--- config.mk ---
export PLATFORM = sky130hd
export DESIGN_NAME = mouse_frame_sync_flat
export DESIGN_NICKNAME = d
export VERILOG_FILES = /design/src/rtl/mouse_frame_sync_pkg.sv /design/src/rtl/mouse_frame_sync_if.sv /design/src/rtl/mouse_frame_sync_rise_detect.sv /design/src/rtl/mouse_frame_sync.sv /design/src/flat_wrapper.sv
export SDC_FILE = /design/constraint.sdc
export NUM_CORES = 1
export LEC_CHECK = 0
export ABC_AREA = 1
export CAP_MARGIN = 20
export CORE_MARGIN = 1
export CORE_UTILIZATION = 41
export CTS_CLUSTER_SIZE = 10
export DETAILED_ROUTE_END_ITERATION = 10
export PLACE_DENSITY_LB_ADDON = 0.15
export SYNTH_ARGS = -nofsm -noshare
export SYNTH_HDL_FRONTEND = slang
export SYNTH_SLANG_ARGS = --single-unit
--- constraint.sdc ---
create_clock -name clk -period 0.9 [get_ports clk]
set_input_delay 0.09 -clock clk [delete_from_list [all_inputs] [get_ports clk]]
set_output_delay 0.09 -clock clk [all_outputs]
set_load 0.01 [all_outputs]
--- src/rtl/mouse_frame_sync_pkg.sv ---
// Shared display constants and coordinate type for the mouse/cursor path.
package mouse_frame_sync_pkg;

  localparam int unsigned HOR_ACTIVE = 1024;
  localparam int unsigned VER_ACTIVE = 768;
  localparam int unsigned COORD_W    = 12;

  typedef logic [COORD_W-1:0] coord_t;

endpackage

--- src/rtl/mouse_frame_sync_if.sv ---
// Video timing bus as seen by the mouse frame synchroniser.
interface vga_if;

  logic vsync;

  modport master (output vsync);
  modport slave  (input  vsync);
  modport in     (input  vsync);

endinterface

--- src/rtl/mouse_frame_sync_rise_detect.sv ---
// One-bit registered rising-edge detector.
module rise_detect (
  input  logic clk,
  input  logic rst,
  input  logic d_i,
  output logic rise_o
);

  logic d_q;

  always_ff @(posedge clk) begin
    if (rst) d_q <= 1'b0;
    else     d_q <= d_i;
  end

  assign rise_o = d_i & ~d_q;

endmodule

--- src/rtl/mouse_frame_sync.sv ---
// Holds mouse reports as pending and commits them (clamped, plus cell coords) once per frame at vsync rise.
module mouse_frame_sync
  import mouse_frame_sync_pkg::*;
#(
  parameter int H_ACTIVE   = HOR_ACTIVE,
  parameter int V_ACTIVE   = VER_ACTIVE,
  parameter int CELL_SHIFT = 4
) (
  input  logic   clk,
  input  logic   rst,
  vga_if.in      vga_in,
  input  coord_t xpos_in,
  input  coord_t ypos_in,
  input  logic   left_in,
  input  logic   right_in,
  input  logic   new_event,
  output coord_t x,
  output coord_t y,
  output coord_t cell_x,
  output coord_t cell_y,
  output logic   left_click,
  output logic   right_click,
  output logic   frame_tick
);

  typedef enum logic [1:0] {IDLE, PEND, COMMIT} state_t;

  localparam coord_t X_MAX   = coord_t'(H_ACTIVE - 1);
  localparam coord_t Y_MAX   = coord_t'(V_ACTIVE - 1);
  localparam coord_t X_RST   = coord_t'(H_ACTIVE / 2);
  localparam coord_t Y_RST   = coord_t'(V_ACTIVE / 2);
  localparam coord_t CX_RST  = coord_t'((H_ACTIVE / 2) >> CELL_SHIFT);
  localparam coord_t CY_RST  = coord_t'((V_ACTIVE / 2) >> CELL_SHIFT);

  function automatic coord_t sat_coord(input coord_t v, input coord_t lim);
    return (v > lim) ? lim : v;
  endfunction

  state_t state_q;
  coord_t pend_x_q, pend_y_q;
  logic   lpend_q, rpend_q;
  coord_t x_q, y_q, cell_x_q, cell_y_q;
  logic   lclick_q, rclick_q, tick_q;
  coord_t x_d, y_d;
  logic   vs_rise, l_rise, r_rise;

  rise_detect u_vs_rise (.clk(clk), .rst(rst), .d_i(vga_in.vsync), .rise_o(vs_rise));
  rise_detect u_l_rise  (.clk(clk), .rst(rst), .d_i(left_in),      .rise_o(l_rise));
  rise_detect u_r_rise  (.clk(clk), .rst(rst), .d_i(right_in),     .rise_o(r_rise));

  assign x_d = sat_coord(pend_x_q, X_MAX);
  assign y_d = sat_coord(pend_y_q, Y_MAX);

  always_ff @(posedge clk) begin
    if (rst) begin
      state_q  <= IDLE;
      pend_x_q <= X_RST;
      pend_y_q <= Y_RST;
      lpend_q  <= 1'b0;
      rpend_q  <= 1'b0;
      x_q      <= X_RST;
      y_q      <= Y_RST;
      cell_x_q <= CX_RST;
      cell_y_q <= CY_RST;
      lclick_q <= 1'b0;
      rclick_q <= 1'b0;
      tick_q   <= 1'b0;
    end else begin
      lclick_q <= 1'b0;
      rclick_q <= 1'b0;
      tick_q   <= 1'b0;
      if (new_event) begin
        pend_x_q <= xpos_in;
        pend_y_q <= ypos_in;
      end
      // A rising edge in the commit cycle survives the clear and reports next frame.
      lpend_q <= l_rise | (lpend_q & (state_q != COMMIT));
      rpend_q <= r_rise | (rpend_q & (state_q != COMMIT));
      case (state_q)
        IDLE: begin
          if (vs_rise)        state_q <= COMMIT;
          else if (new_event) state_q <= PEND;
        end
        PEND: begin
          if (vs_rise) state_q <= COMMIT;
        end
        COMMIT: begin
          x_q      <= x_d;
          y_q      <= y_d;
          cell_x_q <= x_d >> CELL_SHIFT;
          cell_y_q <= y_d >> CELL_SHIFT;
          tick_q   <= 1'b1;
          lclick_q <= lpend_q;
          rclick_q <= rpend_q;
          state_q  <= new_event ? PEND : IDLE;
        end
        default: state_q <= IDLE;
      endcase
    end
  end

  assign x           = x_q;
  assign y           = y_q;
  assign cell_x      = cell_x_q;
  assign cell_y      = cell_y_q;
  assign left_click  = lclick_q;
  assign right_click = rclick_q;
  assign frame_tick  = tick_q;

endmodule

--- src/flat_wrapper.sv ---
// flat-port wrapper written by rule: the top's interface ports become plain ports
module mouse_frame_sync_flat import mouse_frame_sync_pkg::*;
#(
  parameter int H_ACTIVE   = HOR_ACTIVE,
  parameter int V_ACTIVE   = VER_ACTIVE,
  parameter int CELL_SHIFT = 4
)
  (clk, rst, xpos_in, ypos_in, left_in, right_in, new_event, x, y, cell_x, cell_y, left_click, right_click, frame_tick, vga_in_vsync);
  vga_if vga_in_i ();
  input  logic clk;
  input  logic rst;
  input  coord_t xpos_in;
  input  coord_t ypos_in;
  input  logic left_in;
  input  logic right_in;
  input  logic new_event;
  output coord_t x;
  output coord_t y;
  output coord_t cell_x;
  output coord_t cell_y;
  output logic left_click;
  output logic right_click;
  output logic frame_tick;
  input wire logic [$bits(vga_in_i.vsync)-1:0] vga_in_vsync;
  assign vga_in_i.vsync = vga_in_vsync;
  mouse_frame_sync #(.H_ACTIVE(H_ACTIVE), .V_ACTIVE(V_ACTIVE), .CELL_SHIFT(CELL_SHIFT)) u_core (.clk(clk), .rst(rst), .vga_in(vga_in_i), .xpos_in(xpos_in), .ypos_in(ypos_in), .left_in(left_in), .right_in(right_in), .new_event(new_event), .x(x), .y(y), .cell_x(cell_x), .cell_y(cell_y), .left_click(left_click), .right_click(right_click), .frame_tick(frame_tick));
endmodule
==> reports/results.tsv <==
stage	metric	value	unit
setup_path	r2r setup slk	-0.04	ns
job	MaxCap Viol Count	0	
final_layout	design area	0.003358	sq mm
logic_synthesis	Syn Area/Cell	7.625	sq um
clocking	post-cts hold buffer count	0	
floorplan	row cnt	27	
placement	Post-DP Area	0.003133	sq mm
logic_synthesis	#FFs+latches synth	58	
floorplan	Core Area	0.005608	sq mm
logic_synthesis	sequential-to-total area share from yosys stat	47.59	%
final_layout	area grow syn2layout	37.64	%
sta	setup TNS	-0.1415	ns
power_and_ir_drop	Power Density	1714	mW/mm^2
setup_path	worst r2r path cells	5	
final_layout	# diodes	0	
setup_path	Critical Path Source	u_core.state_q[0]$_SDFFE_PP0P_	
global_route	vias in the first global route	1815	
clocking	H-tree depth	3	
floorplan	die width	79.14	um
final_layout	Final Net Count	419	
clocking	Reg clk slew, reported paths	0.06	ns
clocking	cts bufs inserted	9	
sta	skew final	0.006266	ns
final_layout	# fillers	551	
route	DR vias/cell	4.395	
sta	Highest Clock Rate	1066	MHz
sta	Final min period	0.9380	ns
logic_synthesis	Cells after Synth	320	
global_route	total track usage	17.28	%
logic_synthesis	Synth area leader	dfxtp_1	
sta	final period utilization	104.2	%
floorplan	Die Area	0.006263	sq mm
setup_path	Startpoint Class	register	
logic_synthesis	synth unique cells	21	
hold_path	worst hold path class	in -> reg	
sta	Final setup viols	9	
route	via total after detailed routing	2048	
route	Wirelength per Cell	10.71	um
setup_path	Worst Setup End Kind	register	
global_route	initial antenna violation count	0	
global_route	global-route wire length before repair	8176	um
route	antenna viol nets, final	0	
clocking	Clock Latency Late Sink	0.32	ns
clocking	Clock Path Buffers	2	
route	DR pass1 iterations	4	
logic_synthesis	Mapped Area	0.002440	sq mm
placement	RePlAce Congestion	0.7147	
power_and_ir_drop	total power	5758	uW
status	result of the run	finished, violations left	
setup_path	r2r startpoint	u_core.state_q[0]$_SDFFE_PP0P_	
floorplan	Ports	81	
sta	final hold vios	0	
logic_synthesis	YS warnings	0	
floorplan	starting density of the core	43.51	%
setup_path	crit-path max FO	8	
route	Residual DRC	0	
global_route	gr ovfl total	0	
setup_path	WS Path Type	reg -> reg	
clocking	Clock Root Buffer	clkbuf_8	
placement	Port Buf Inserts	72	
power_and_ir_drop	Lkg Pwr	0.001567	uW
final_layout	layout cells sized above 1	31.22	%
power_and_ir_drop	Max VDD drop	0.001021	V
floorplan	Die Y	79.14	um
status	failing checks	negative setup slack	
global_route	largest net degree at the start of global routing	36	
sta	RSZ-0062 raised after global routing	true	
hold_path	worst hold start	right_in	
setup_path	CP arrival	1.16	ns
setup_path	crit path to	u_core.y[1]$_SDFFE_PP0P_	
setup_path	worst path required time	1.12	ns
logic_synthesis	Synth top area share	47.59	%
route	initial DRC count	54	
setup_path	RR Endpoint	u_core.y[1]$_SDFFE_PP0P_	
sta	Final WS setup	-0.03804	ns
clocking	TritonCTS Sinks	58	
logic_synthesis	synth top area cells	dfxtp_1 (48%), nor2_1 (9.7%), buf_4 (8.3%), nand2_1 (8.0%), inv_1 (5.1%)	
sta	Max Transition Viols Final	0	
placement	post-DP HPWL	3189	um
route	Routed WL	4990	um
clocking	CTS tree	yes	
==> worst min-delay path by stage <==
stage / end / slack (ns) / cells past startpoint
after floorplan: u_core.u_vs_rise.d_q$_SDFF_PP0_ / 0.20 / 2
after global placement: u_core.rpend_q$_SDFF_PP0_ / 0.39 / 1
after detailed placement: u_core.rpend_q$_SDFF_PP0_ / 0.40 / 1
after CTS: u_core.u_r_rise.d_q$_SDFF_PP0_ / 0.31 / 3
after global routing: u_core.u_l_rise.d_q$_SDFF_PP0_ / 0.35 / 3
final: u_core.u_r_rise.d_q$_SDFF_PP0_ / 0.32 / 3
==> stage by stage <==
| step | setup slack (ns) | cells | hold WS, ns | util (%) |
|---|---|---|---|---|
| final | -0.03804 | 466 | 0.3248 | 59.88 |
| after global routing | -0.1096 | 466 | 0.3493 | 59.88 |
| after CTS | -0.03628 | 464 | 0.3094 | 55.78 |
| after detailed placement | -0.3775 | 447 | 0.4037 | 55.87 |
| after global placement | -0.3267 | 447 | 0.3911 | 55.87 |
| after floorplan | -0.006605 | 327 | 0.1970 | - |
==> layer usage <==
metal	vias to the layer above	track usage (%)	routed length [um]
li1	1087	-	-
met1	889	20.88	2267
met2	65	28.10	2335
met3	7	4.253	311
met4	0	9.273	77
met5	-	0	0
==> cell type report <==
type / count / area [sq um] / area share, %
clock buffers: 13 / 148.9 / 4.434
inverters: 37 / 151.4 / 4.508
clock inverters: 3 / 15.01 / 0.4471
well taps: 72 / 90.09 / 2.683
multi-input cells: 195 / 937.1 / 27.91
repair buffers: 88 / 810.8 / 24.14
flip-flops and latches: 58 / 1205 / 35.88
==> cells in the final DEF, fill, tap and decap left out, types with 3 or more instances in the layout <==
master / instances
dfxtp_4: 6
clkdlybuf4s50_1: 29
buf_6: 26
buf_4: 9
clkinv_2: 3
dfxtp_2: 17
buf_2: 21
dfxtp_1: 35
nand3b_1: 8
nand2_1: 49
nand3_1: 5
o21ai_0: 9
o21ai_1: 16
a21oi_1: 14
conb_1: 8
inv_1: 33
a21oi_2: 3
clkbuf_1: 3
clkbuf_8: 10
nor2_1: 61
nand2_2: 13
==> worst max-delay path: stages, from the launching register on <==
cell and delay, ns:
dfxtp_4 0.37, inv_8 0.09, buf_8 0.12, nand3b_1 0.07, nor2_1 0.13, nor2_1 0.05
==> synthesized netlist by cell type <==
master	count
o21ai_1	15
buf_6	4
o21ai_0	10
nor3b_2	2
buf_4	27
a21oi_1	17
nor2_1	63
nand2_2	10
inv_4	1
buf_2	5
nand2_1	52
nand4_1	1
dfxtp_1	58
clkbuf_1	2
nor2_2	2
nand3_1	5
inv_2	3
inv_1	33
conb_1	1
nand3b_1	8
nand2_8	1
==> report_power, final <==
part           leakage (uW)  internal, uW  switching, uW
logic              0.000992           474            461
registers          0.000488          2730           99.5
clock network     0.0000872          1060            930
total               0.00157          4270           1490
==> sequential cells by signal, indices dropped and copies added (netlist names) <==
register and flops:
u_core.pend_x_q 12, u_core.left_click 1, u_core.right_click 1, u_core.frame_tick 1, u_core.u_l_rise.d_q 1, u_core.u_vs_rise.d_q 1
u_core.state_q 2, u_core.u_r_rise.d_q 1, u_core.x 12, u_core.pend_y_q 12, u_core.lpend_q 1, u_core.y 12
u_core.rpend_q 1
==> logic make-up (layout without fill, tap and decap cells) <==
family / Yosys count / count (layout) / synth area share (%)
AO/OA/AOI/OAI: 42 / 42 / 8.615
buffers and inverters: 75 / 141 / 17.28
flip-flops: 58 / 58 / 47.59
other: 1 / 8 / 0.1537
AND/OR/NAND/NOR: 144 / 145 / 26.36
==> timing repair <==
item / 4_1_cts / 5_1_grt
pin swaps: 2 / 8
resized for setup: 194 / 49
buffers inserted: 0 / 2
setup endpoints to repair: 83 / 53
cloned: 1 / 0
Power figures use the tool's default switching activity.
